[config.mk]
export PLATFORM = sky130hd
export DESIGN_NAME = noc_injector
export DESIGN_NICKNAME = d
export VERILOG_FILES = /design/src/rtl/noc_injector.sv
export SDC_FILE = /design/constraint.sdc
export NUM_CORES = 1
export LEC_CHECK = 0
export ABC_AREA = 1
export BUFFER_PORTS_ARGS = -buffer_cell sky130_fd_sc_hd__buf_2
export CAP_MARGIN = 5
export CELL_PAD_IN_SITES_DETAIL_PLACEMENT = 0
export CELL_PAD_IN_SITES_GLOBAL_PLACEMENT = 2
export CORE_MARGIN = 3
export CORE_UTILIZATION = 34
export CTS_CLUSTER_SIZE = 20
export DETAILED_ROUTE_END_ITERATION = 10
export MAX_ROUTING_LAYER = met4
export PLACE_DENSITY = 0.83
export SYNTH_ARGS = -nofsm -noshare
export SYNTH_HDL_FRONTEND = slang
export SYNTH_SLANG_ARGS = --single-unit
[constraint.sdc]
create_clock -name clk -period 1.9 [get_ports clk]
set_clock_uncertainty 0.1 [all_clocks]
set_input_delay 0.285 -clock clk [delete_from_list [all_inputs] [get_ports clk]]
set_output_delay 0.285 -clock clk [all_outputs]
set_load 0.05 [all_outputs]
[src/rtl/noc_injector.sv]
// noc_injector: source-side network interface for one router input port.
// Flits from the local core are held in a small FIFO and forwarded to the router
// only while credits are available. Each flit sent spends one credit. The router
// returns one credit per high cycle of credit_i.
//
// Ports:
//   clk, rst       clock, synchronous active-high reset
//   src_valid_i    core presents a flit on src_data_i
//   src_ready_o    FIFO has room (driven only from the registered count)
//   valid_o        one flit per high cycle to the router
//   data_o         flit to the router (holds its value while valid_o is low)
//   credit_i       one credit returned per high cycle
//   credit_cnt_o   credits currently available
//   fifo_cnt_o     flits currently buffered
//   credit_err_o   sticky: credit returned while the counter was already full
module noc_injector #(
  parameter int unsigned DATA_W       = 16,
  parameter int unsigned FIFO_DEPTH   = 4,
  parameter int unsigned INIT_CREDITS = 4,
  localparam int unsigned CRED_W      = $clog2(INIT_CREDITS + 1),
  localparam int unsigned CNT_W       = $clog2(FIFO_DEPTH) + 1
) (
  input  logic              clk,
  input  logic              rst,
  input  logic              src_valid_i,
  input  logic [DATA_W-1:0] src_data_i,
  output logic              src_ready_o,
  output logic              valid_o,
  output logic [DATA_W-1:0] data_o,
  input  logic              credit_i,
  output logic [CRED_W-1:0] credit_cnt_o,
  output logic [CNT_W-1:0]  fifo_cnt_o,
  output logic              credit_err_o
);

  localparam int unsigned PTR_W = $clog2(FIFO_DEPTH);

  logic [DATA_W-1:0] mem_q [FIFO_DEPTH];
  logic [PTR_W-1:0]  wr_ptr_q, wr_ptr_d;
  logic [PTR_W-1:0]  rd_ptr_q, rd_ptr_d;
  logic [CNT_W-1:0]  cnt_q, cnt_d;
  logic [CRED_W-1:0] cred_q, cred_d;
  logic              err_q, err_d;
  logic              valid_q, valid_d;
  logic [DATA_W-1:0] data_q, data_d;
  logic              push, send;

  // Ready looks only at the registered count, so a push never relies on a same-cycle pop.
  assign src_ready_o = !rst && (cnt_q < CNT_W'(FIFO_DEPTH));
  assign push        = src_valid_i && src_ready_o;
  assign send        = (cnt_q != '0) && (cred_q != '0);

  always_comb begin
    wr_ptr_d = wr_ptr_q;
    rd_ptr_d = rd_ptr_q;
    cnt_d    = cnt_q;
    cred_d   = cred_q;
    err_d    = err_q;
    valid_d  = send;
    data_d   = data_q;

    if (push) wr_ptr_d = wr_ptr_q + PTR_W'(1);
    if (send) begin
      rd_ptr_d = rd_ptr_q + PTR_W'(1);
      data_d   = mem_q[rd_ptr_q];
    end

    case ({push, send})
      2'b10:   cnt_d = cnt_q + CNT_W'(1);
      2'b01:   cnt_d = cnt_q - CNT_W'(1);
      default: cnt_d = cnt_q;
    endcase

    case ({send, credit_i})
      2'b10: cred_d = cred_q - CRED_W'(1);
      2'b01: begin
        // A returned credit with a full counter means the router over-returned.
        if (cred_q == CRED_W'(INIT_CREDITS)) err_d = 1'b1;
        else                                  cred_d = cred_q + CRED_W'(1);
      end
      default: cred_d = cred_q;
    endcase
  end

  always_ff @(posedge clk) begin
    if (rst) begin
      wr_ptr_q <= '0;
      rd_ptr_q <= '0;
      cnt_q    <= '0;
      cred_q   <= CRED_W'(INIT_CREDITS);
      err_q    <= 1'b0;
      valid_q  <= 1'b0;
      data_q   <= '0;
    end else begin
      wr_ptr_q <= wr_ptr_d;
      rd_ptr_q <= rd_ptr_d;
      cnt_q    <= cnt_d;
      cred_q   <= cred_d;
      err_q    <= err_d;
      valid_q  <= valid_d;
      data_q   <= data_d;
    end
  end

  // Storage needs no reset; only entries behind a valid count are ever read.
  always_ff @(posedge clk) begin
    if (push) mem_q[wr_ptr_q] <= src_data_i;
  end

  assign valid_o      = valid_q;
  assign data_o       = data_q;
  assign credit_cnt_o = cred_q;
  assign fifo_cnt_o   = cnt_q;
  assign credit_err_o = err_q;

endmodule

==> run metrics, run 1 <==
result of the run complete, no violations; maximum fanout along the worst path 6; clock tree from TritonCTS done; total routed wirelength 7.03 mm; class of the most critical setup path reg -> reg; number of violations reported at the end of detailed-routing iteration 0 105; area share of the largest cell type after synthesis 53.6%; instance count after placement with tap cells included 487; Port Buffers 44; total power density per cell area 1560 nW/um2; IR drop worst, VDD 682 uV; end of the worst hold path mem_q[2][12]; flip-flop and latch count after synthesis 92; WHS Path Cells 1; 1st-pass router iterations 4; Clk Tree Root Cell clkbuf_8; Power, Total 6.71 mW; clock slew at reported path FFs 0.10 ns; GRT Util Overall 12.9%; final cell count without fillers 506; sequential fraction of design power 39.5%; Die Width 109 um; pin count of the biggest net entering global routing 34; Setup Viol. Count Final 0; Slew Limit Fails 0; number of global-route vias before repair 2166; Max stage delay cell, worst path dfxtp_4; Worst R2R Path Depth 11; async set-reset flop share out of synthesis 0%; final total negative setup slack 0 ns; Slew headroom 65.4%; largest cells by area after synthesis edfxtp_1 54%, dfxtp_1 16%, nor2_1 8.3%; Cell variety after synth 23; clk_lat worst skew 0.36 ns; cell family contributing the most delay on the critical path simple AND/OR/NAND/NOR gates; hold violation count in the final report 0; slack of the worst reg-to-reg path 0.10 ns; routed vias/inst 4.55; overall die area 11800 um2; footprint of the multi-input gates 983 um2; LEAKAGE 1.64 nW; slew of the pin with the lowest slew margin 0.518 ns; net count of the mapped netlist 337; I/O pins 45; net count of the finished layout 395; Internal Dissipation 3.91 mW; worst endpoint data arrival time 1.98 ns; warning count from the yosys run 0; wire length of the first global-routing pass 11.0 mm; H-tree depth reported by CTS 3; required time of the worst setup path 2.09 ns; RSZ-0062 raised after global routing false; average wire per cell in the routed design 13.9 um; Primary FF master, synth edfxtp_1; Reg area 2500 um2; capturing point of the worst reg2reg path fifo_cnt_o[2]; Syn Std Cell Area 3580 um2; Net Switching 2.80 mW; total core area 10000 um2; weighted congestion reported at the end of routability-driven placement 0.714; number of antenna cells inserted 0; kind of path behind the tightest hold check in -> reg; startpoint of the lowest-slack register-to-register path fifo_cnt_o[2]; combinational power share 40.0%; layout cells sized above 1 27.6%; TritonCTS buffer count 9; net switching share of the total power 41.8%; pre-CTS setup slack 0.0963 ns; number of vias after detailed routing 2300; Top cell by count, worst path nand2_1; fin crit share 94.5%; antenna violations before repair 0; most frequently used cell type in the post-synthesis netlist nor2_1; total gr overflow 0; number of sinks on the clock net 92; sum of net half-perimeters after detailed placement 4.51 mm; area added between synthesis and finish 19.9%; power share of the clock group 20.6%; deepest clock path buffer count 2; placement row count 36; CP cell instances nor2_4 -> nand2_2 -> nand2_4 -> inv_6 -> ha_4 -> fa_2 -> nand2_1 -> nand2_1 -> nor2_2 -> o21ai_1 -> a21oi_1; sequential area share after synthesis 69.2%; delay contributed by the slowest stage of the critical path 0.38 ns; Max Cap Viol 0; Worst Slack Setup Final 0.105 ns; number of enable-type register cells in the synthesized netlist 64; number of antenna-violating nets in the routed design 0; element type at the critical path start flop; Synth Instances 310; die outline height 109 um; endpoint type of the worst setup path flop; time the final worst path needs with I/O delays and setup 1.80 ns; syn_area_per_cell 11.6 um2; max frequency 557 MHz; Hold Crit Start src_data_i[12]; top post-synthesis cells by count 79 x nor2_1, 64 x edfxtp_1, 39 x o21ai_0; cell taking the most area after synthesis edfxtp_1; number of DRC violations after detailed routing 0; fill cell instance count of the final layout 966; Initial Util 35.8%; Critical path buffers and inverters 1
[through the flow]
stage                     utilization (%)  area (um2)  hold WS [ns]
after floorplan                         -        3660         0.257
after global placement               40.6        4060         0.345
after detailed placement             40.6        4060         0.352
after CTS                            42.7        4270        0.0174
after global routing                 43.0        4300       0.00702
final                                43.0        4300        0.0281
[routing by layer]
metal	track usage, %	part of all wire, %
met1	15.6	45
met2	20.7	49
met3	3.61	4.2
met4	4.87	1.3
met5	-	0
[how the worst max path moves through the flow]
stage / start / end / slack, ns / cells after the start
after global routing: fifo_cnt_o[2] / fifo_cnt_o[2] / 0.01 / 11
final: fifo_cnt_o[2] / fifo_cnt_o[2] / 0.10 / 11
after detailed placement: credit_cnt_o[1] / fifo_cnt_o[2] / 0.1 / 11
after floorplan: fifo_cnt_o[2] / fifo_cnt_o[2] / -0.04 / 9
after CTS: credit_cnt_o[1] / fifo_cnt_o[2] / 0.08 / 11
after global placement: credit_cnt_o[1] / fifo_cnt_o[2] / 0.12 / 11
[what timing repair did]
item                                    4_1_cts  5_1_grt
gates resized for setup                       0        2
endpoints found under the hold margin         0        0
buffers inserted                              0        3
hold buffers                                  0        0
endpoints found under the setup margin        0        1
[cell usage in the layout (no fill, tap or decap)]
| cell | n |
|---|---|
| o21ai_1 | 18 |
| fa_1 | 1 |
| buf_12 | 1 |
| nor2_4 | 3 |
| nand2_4 | 2 |
| edfxtp_1 | 64 |
| a31oi_1 | 16 |
| buf_2 | 44 |
| dfxtp_1 | 22 |
| nand3_1 | 4 |
| nand3b_1 | 1 |
| inv_2 | 2 |
| nand2_2 | 4 |
| ha_4 | 1 |
| dfxtp_4 | 6 |
| fa_2 | 1 |
| nor2_1 | 73 |
| buf_4 | 17 |
| o21ai_0 | 38 |
| bufinv_16 | 1 |
| clkinv_4 | 1 |
| o21a_1 | 1 |
| inv_8 | 2 |
| ha_1 | 4 |
| nor2_2 | 5 |
| a21oi_1 | 6 |
| inv_1 | 13 |
| inv_6 | 4 |
| nand2_1 | 9 |
| clkbuf_8 | 9 |
[cell type report]
type                       instances  share of cell area (%)
multi-input combinational        187                    22.9
clock buffer                       9                    2.88
tap                              133                    3.87
sequential                        92                    58.3
timing repair buffer              62                    8.56
clock inverter                     7                    2.04
inverter                          16                    1.51
[power by group through the flow]
| stage | registers (mW) | clock network, mW | logic, mW |
|---|---|---|---|
| 3_3_place_gp | 2.68 | 0 | 2.61 |
| 2_1_floorplan | 3.35 | 0 | 1.46 |
| 6_report | 2.65 | 1.38 | 2.68 |
| 3_5_place_dp | 2.69 | 0 | 2.62 |
| 5_1_grt | 2.69 | 1.52 | 2.97 |
| 4_1_cts | 2.65 | 1.42 | 2.63 |
[sequential cells by signal, indices dropped and copies added, names as in the netlist]
| signal | flops |
|---|---|
| wr_ptr_q | 2 |
| fifo_cnt_o | 3 |
| mem_q | 64 |
| valid_o | 1 |
| credit_err_o | 1 |
| data_o | 16 |
| credit_cnt_o | 3 |
| rd_ptr_q | 2 |
[worst reg2reg max path, stage by stage, from the launching register on]
cell,delay (ns)
dfxtp_4,0.38
nor2_4,0.10
nand2_2,0.07
nand2_4,0.12
inv_6,0.04
ha_4,0.16
fa_2,0.34
nand2_1,0.08
nand2_1,0.06
nor2_2,0.12
o21ai_1,0.06
a21oi_1,0.10
[cells by family (layout without fill, tap and decap cells)]
kind of cell | after synthesis | in the layout | share of synthesized area (%)
buffers and inverters | 31 | 94 | 4.78
adder cells (fa/ha/maj) | 7 | 7 | 2.86
AO/OA/AOI/OAI | 79 | 79 | 11.7
AND/OR/NAND/NOR | 101 | 101 | 11.4
flip-flops | 92 | 92 | 69.2
No activity file was read; power rests on OpenSTA's default activity.
==> run 2, diff against run 1 <==
--- a/config.mk
+++ b/config.mk
@@ -11,11 +11,11 @@
 export CELL_PAD_IN_SITES_DETAIL_PLACEMENT = 0
 export CELL_PAD_IN_SITES_GLOBAL_PLACEMENT = 2
 export CORE_MARGIN = 3
-export CORE_UTILIZATION = 34
+export CORE_UTILIZATION = 41
 export CTS_CLUSTER_SIZE = 20
 export DETAILED_ROUTE_END_ITERATION = 10
 export MAX_ROUTING_LAYER = met4
-export PLACE_DENSITY = 0.83
+export PLACE_DENSITY = 0.93
 export SYNTH_ARGS = -nofsm -noshare
 export SYNTH_HDL_FRONTEND = slang
 export SYNTH_SLANG_ARGS = --single-unit
==> constraint.sdc (replaced) <==
create_clock -name clk -period 2.28 [get_ports clk]
set_clock_uncertainty 0.1 [all_clocks]
set_input_delay 0.342 -clock clk [delete_from_list [all_inputs] [get_ports clk]]
set_output_delay 0.342 -clock clk [all_outputs]
set_load 0.05 [all_outputs]
==> run 2 against run 1 <==
Net effect:
- sequential power decreased by 17%
- combinational power decreased by 24%
- power decreased by 22%
- setup slack improved by 0.20 ns
- register-to-register slack improved by 0.20 ns
- non-clock buffer count decreased by 10
- sequential cell count unchanged
- worst hold slack improved by 0.073 ns
- sequential share of layout area increased by 2.5 points
- final area decreased by 5.0%
- first-iteration DRC count decreased by 15%
==> run metrics, run 2 (synthesized netlist as in run 1, its figures left out) <==
Max Cap Viol 0 (unchanged); instance count after placement with tap cells included 452 (-7.2%); Slew headroom 67.0% (+1.6 points); number of antenna-violating nets in the routed design 0 (unchanged); sum of net half-perimeters after detailed placement 4.02 mm (-11%); Setup Viol. Count Final 0 (unchanged); number of antenna cells inserted 0 (unchanged); number of global-route vias before repair 2117 (-2.3%); slew of the pin with the lowest slew margin 0.495 ns (-0.0234 ns); TritonCTS buffer count 9 (unchanged); footprint of the multi-input gates 951 um2 (-3.3%); most common cell after layout, fill and taps aside nor2_1; antenna violations before repair 0 (unchanged); fill cell instance count of the final layout 778 (-19%); kind of path behind the tightest hold check in -> reg; Post-CTS Setup Bufs 0 (unchanged); IR drop worst, VDD 614 uV (-9.9%); Post-DP Area 3910 um2 (-3.6%); WHS Path Cells 2 (+1); wire length of the first global-routing pass 10.6 mm (-3.7%); Hold Crit Start rst; Power, Total 5.21 mW (-22%); number of violations reported at the end of detailed-routing iteration 0 89 (-15%); total power density per cell area 1280 nW/um2 (-18%); Worst Slack Setup Final 0.300 ns (+0.195 ns); worst endpoint data arrival time 2.17 ns (+0.19 ns); average wire per cell in the routed design 14.1 um (+1.3%); clock tree from TritonCTS done; clock slew at reported path FFs 0.09 ns (about the same); startpoint of the lowest-slack register-to-register path credit_cnt_o[0]; placement row count 33 (-8.3%); Largest Register mem_q; class of the most critical setup path reg -> reg; pre-CTS setup slack 0.263 ns (+0.167 ns); endpoint type of the worst setup path flop; end of the worst hold path valid_o; final total negative setup slack 0 ns (unchanged); capturing point of the worst reg2reg path fifo_cnt_o[2]; maximum fanout along the worst path 6 (unchanged); number of hold buffers added after cts 0 (unchanged); overall die area 9900 um2 (-16%); Die Width 99.5 um (-8.4%); # resized after CTS 0 (unchanged); 1st-pass router iterations 4 (unchanged); routed vias/inst 4.87 (+7.2%); Final Util 49.0% (+6.0 points); max frequency 505 MHz (-9.3%); Slew Limit Fails 0 (unchanged); H-tree depth reported by CTS 3 (unchanged); layout cells sized above 1 23.4% (-4.2 points); die outline height 99.5 um (-8.4%); post-route cell area 4090 um2 (-5.0%); hold violation count in the final report 0 (unchanged); final cell count without fillers 468 (-7.5%); clk_lat worst skew 0.35 ns (about the same); weighted congestion reported at the end of routability-driven placement 0.751 (+5.1%); RSZ-0062 raised after global routing false; top library cells by usage in the layout, fill and taps aside 74 x nor2_1, 64 x edfxtp_1, 44 x buf_2; GRT Util Overall 14.6% (+1.7 points); Hold WS 0.101 ns (+0.0731 ns); result of the run complete, no violations; total core area 8340 um2 (-17%); net count of the finished layout 385 (-2.5%); Port Buffers 44 (unchanged); area added between synthesis and finish 14.0%; max reg flops 64 (unchanged); Reg area 2480 um2 (-0.85%); number of vias after detailed routing 2280 (-0.87%); deepest clock path buffer count 2 (unchanged); LEAKAGE 1.56 nW (-5.0%); Clk Tree Root Cell clkbuf_8; total gr overflow 0 (unchanged); number of DRC violations after detailed routing 0 (unchanged); Initial Util 43.0% (+7.1 points); slack of the worst reg-to-reg path 0.30 ns (+0.20 ns); I/O pins 45 (unchanged); fin crit share 86.9% (-7.6 points); Worst R2R Path Depth 11 (unchanged); number of sinks on the clock net 92 (unchanged); required time of the worst setup path 2.47 ns (+0.38 ns); element type at the critical path start flop; pin count of the biggest net entering global routing 34 (unchanged); time the final worst path needs with I/O delays and setup 1.98 ns (+0.185 ns); total routed wirelength 6.59 mm (-6.3%)
run 2: cell types whose count changed in the layout (fill, tap and decap cells not counted), moves of 2 or more:
cell | before | now
buf_4 | 17 | 8
dfxtp_4 | 6 | 0
dfxtp_1 | 22 | 27
clkinv_2 | 0 | 3
inv_8 | 2 | 0
nor2_4 | 3 | 1
run 2: worst max-delay path, cell delays in order, from the launching register on:
cell and delay, ns:
dfxtp_1 0.37, nor2_2 0.16, nand2_2 0.09, nand2_4 0.12
inv_6 0.03, ha_1 0.21, fa_1 0.39, nand2_1 0.08
nand2_1 0.04, nor2_1 0.11, o21ai_0 0.09, a21oi_1 0.13
run 2: worst max-delay path by stage:
stage,start,endpoint,slack (ns),cells past startpoint
6_report,credit_cnt_o[0],fifo_cnt_o[2],0.30,11
2_1_floorplan,fifo_cnt_o[0],fifo_cnt_o[1],0.02,9
3_5_place_dp,rst,fifo_cnt_o[2],0.26,10
4_1_cts,credit_cnt_o[0],fifo_cnt_o[2],0.28,11
5_1_grt,credit_cnt_o[0],fifo_cnt_o[2],0.07,11
3_3_place_gp,rst,fifo_cnt_o[2],0.31,10
run 2: layer usage:
| layer | up-vias | track usage [%] | routed length [um] |
|---|---|---|---|
| met5 | - | - | 0 |
| met4 | 0 | 3.89 | 68 |
| met2 | 49 | 24.4 | 3300 |
| li1 | 1173 | - | - |
| met3 | 7 | 5.26 | 338 |
| met1 | 1051 | 16.7 | 2880 |
run 2: power by group:
group          switching (mW)  internal, mW  leakage, nW  total [mW]
clock network           0.562         0.402       0.0937       0.964
registers               0.163          2.03        0.813        2.20
logic                    1.50         0.552        0.653        2.05
total                    2.22          2.99         1.56        5.21
run 2: cell type report:
type / count / share of cell area, %
Sequential cell: 92 / 60.8
Clock buffer: 9 / 3.03
Inverter: 16 / 1.59
Tap cell: 105 / 3.22
Multi-Input combinational cell: 187 / 23.3
Clock inverter: 7 / 1.23
Timing Repair Buffer: 52 / 6.86
==> run 3, diff against run 2 <==
--- a/config.mk
+++ b/config.mk
@@ -10,6 +10,7 @@
 export CAP_MARGIN = 5
 export CELL_PAD_IN_SITES_DETAIL_PLACEMENT = 0
 export CELL_PAD_IN_SITES_GLOBAL_PLACEMENT = 2
+export CORE_ASPECT_RATIO = 2
 export CORE_MARGIN = 3
 export CORE_UTILIZATION = 41
 export CTS_CLUSTER_SIZE = 20
==> constraint.sdc (replaced) <==
create_clock -name clk -period 2.28 [get_ports clk]
set_clock_uncertainty 0.1 [all_clocks]
set_input_delay 0.342 -clock clk [delete_from_list [all_inputs] [get_ports clk]]
set_output_delay 0.342 -clock clk [all_outputs]
set_load 0.1 [all_outputs]
==> run 3 against run 2 <==
Net effect:
- sequential cell count is the same
- combinational power grew 34%
- clock power is 67% higher
- via count is 1.9% higher
- global-route usage up 1.1 points
- critical path depth is the same
- utilization up 1.8 points
- first-iteration DRC count up 83%
- fmax fell by 0.23%
- die area up 0.68%
- count of clock-buffer cells in the layout up 1
- worst hold slack gained 0.012 ns
- largest cell class unchanged
- largest power group is now combinational cells
==> run metrics, run 3 (synthesized netlist as in run 1, its figures left out) <==
Net Switching 2.94 mW (+33%); pin count of the biggest net entering global routing 35 (+2.9%); Die Width 72.1 um (-28%); LEAKAGE 1.63 nW (+4.7%); I/O pins 45 (unchanged); routed vias/inst 5.04 (+3.4%); clk_lat worst skew 0.33 ns (-0.02 ns); H-tree depth reported by CTS 3 (unchanged); Slew headroom 66.0% (-0.98 points); clock tree from TritonCTS done; Largest Register mem_q; Internal Dissipation 3.62 mW (+21%); Max Cap Viol 0 (unchanged); # resized after CTS 0 (unchanged); power share of the clock group 24.6% (+6.1 points); IR drop worst, VDD 694 uV (+13%); pre-CTS setup slack 0.320 ns (+0.0569 ns); hold violation count in the final report 0 (unchanged); worst endpoint data arrival time 2.15 ns (-0.02 ns); sequential fraction of design power 33.7% (-8.5 points); top library cells by usage in the layout, fill and taps aside 74 x nor2_1, 64 x edfxtp_1, 44 x buf_2; maximum fanout along the worst path 34 (+28); max reg flops 64 (unchanged); slew of the pin with the lowest slew margin 0.510 ns (+0.0145 ns); layout cells sized above 1 25.3% (+1.9 points); number of antenna cells inserted 0 (unchanged); number of vias after detailed routing 2323 (+1.9%); number of violations reported at the end of detailed-routing iteration 0 163 (+83%); weighted congestion reported at the end of routability-driven placement 0.802 (+6.8%); die outline height 138 um (+39%); number of antenna-violating nets in the routed design 0 (unchanged); overall die area 9970 um2 (+0.68%); number of sinks on the clock net 92 (unchanged); placement row count 47 (+42%); element type at the critical path start flop; net count of the finished layout 385 (unchanged); total gr overflow 0 (unchanged); sum of net half-perimeters after detailed placement 4.64 mm (+15%); RSZ-0062 raised after global routing false; Slew Limit Fails 0 (unchanged); max frequency 504 MHz (-0.23%); kind of path behind the tightest hold check in -> reg; wire length of the first global-routing pass 11.4 mm (+8.2%); clock slew at reported path FFs 0.07 ns (-0.02 ns); deepest clock path buffer count 2 (unchanged); area added between synthesis and finish 19.0%; total core area 8410 um2 (+0.83%); fill cell instance count of the final layout 767 (-1.4%); most common cell after layout, fill and taps aside nor2_1; endpoint type of the worst setup path flop; Worst Slack Setup Final 0.295 ns (-0.00451 ns); Hold WS 0.114 ns (+0.0124 ns); net switching share of the total power 44.8% (+2.2 points); Max stage delay cell, worst path dfxtp_2; required time of the worst setup path 2.44 ns (-0.03 ns); Port Buffers 44 (unchanged); cell family contributing the most delay on the critical path simple AND/OR/NAND/NOR gates; GRT Util Overall 15.7% (+1.1 points); average wire per cell in the routed design 15.4 um (+9.8%); final total negative setup slack 0 ns (unchanged); class of the most critical setup path reg -> reg; number of global-route vias before repair 2355 (+11%); combinational power share 41.7% (+2.4 points); total routed wirelength 7.12 mm (+8.1%); antenna violations before repair 0 (unchanged); Post-CTS Setup Bufs 0 (unchanged); Setup Viol. Count Final 0 (unchanged); number of hold buffers added after cts 0 (unchanged); Critical path buffers and inverters 1 (unchanged); total power density per cell area 1540 nW/um2 (+21%); time the final worst path needs with I/O delays and setup 1.98 ns (+0.00451 ns); CP cell instances nor2_2 -> nand2_2 -> nand2_4 -> inv_6 -> ha_4 -> fa_2 -> nand2_1 -> nand2_1 -> nor2_1 -> o21ai_0 -> a21oi_1; Power, Total 6.57 mW (+26%); fin crit share 87.0% (+0.20 points); number of DRC violations after detailed routing 0 (unchanged); Clk Tree Root Cell clkbuf_16; Initial Util 42.6% (-0.35 points); post-route cell area 4270 um2 (+4.4%); result of the run complete, no violations; Post-DP Area 3930 um2 (+0.51%); delay contributed by the slowest stage of the critical path 0.35 ns (-0.04 ns); 1st-pass router iterations 4 (unchanged); TritonCTS buffer count 9 (unchanged); Top cell by count, worst path nand2_1
run 3: cell types whose count changed in the layout (fill, tap and decap cells not counted), moves of 2 or more:
cell	change
dfxtp_1	-5
inv_6	-2
dfxtp_2	+4
clkinv_2	-3
bufinv_16	+2
clkbuf_8	-8
clkbuf_16	+9
run 3: area by class of cell:
cell class	instances	area [um2]	share of cell area, %
Tap cell	98	123	2.87
Multi-Input combinational cell	187	971	22.8
Inverter	16	65.1	1.52
Clock buffer	10	239	5.60
Sequential cell	92	2490	58.4
Clock inverter	6	96.3	2.26
Timing Repair Buffer	52	280	6.57
run 3: power groups by stage:
stage / clock network, mW / registers (mW) / logic, mW
6_report: 1.61 / 2.21 / 2.74
5_1_grt: 1.71 / 2.25 / 2.95
4_1_cts: 1.65 / 2.22 / 2.77
3_5_place_dp: 0 / 2.25 / 2.76
3_3_place_gp: 0 / 2.24 / 2.72
2_1_floorplan: 0 / 3.39 / 1.20
run 3: final timing paths:
path                   start             to  slack (ns)  cells past startpoint
max reg2reg  credit_cnt_o[0]  fifo_cnt_o[2]        0.30                     11
min reg2reg     credit_err_o   credit_err_o        0.37                      1
max          credit_cnt_o[0]  fifo_cnt_o[2]        0.30                     11
min           src_data_i[13]   mem_q[0][13]        0.11                      1
run 3: per-stage QoR:
stage	std cells	util, %
after detailed placement	445	46.7
after global placement	445	46.7
final	461	50.7
after floorplan	310	-
after global routing	461	50.7
after CTS	461	50.7
run 3: layer usage:
metal / wire (um) / vias up / global-route usage [%]
li1: - / 1176 / -
met3: 291 / 6 / 3.20
met4: 97 / 0 / 8.23
met2: 4080 / 53 / 27.7
met5: 0 / - / -
met1: 2650 / 1088 / 15.8
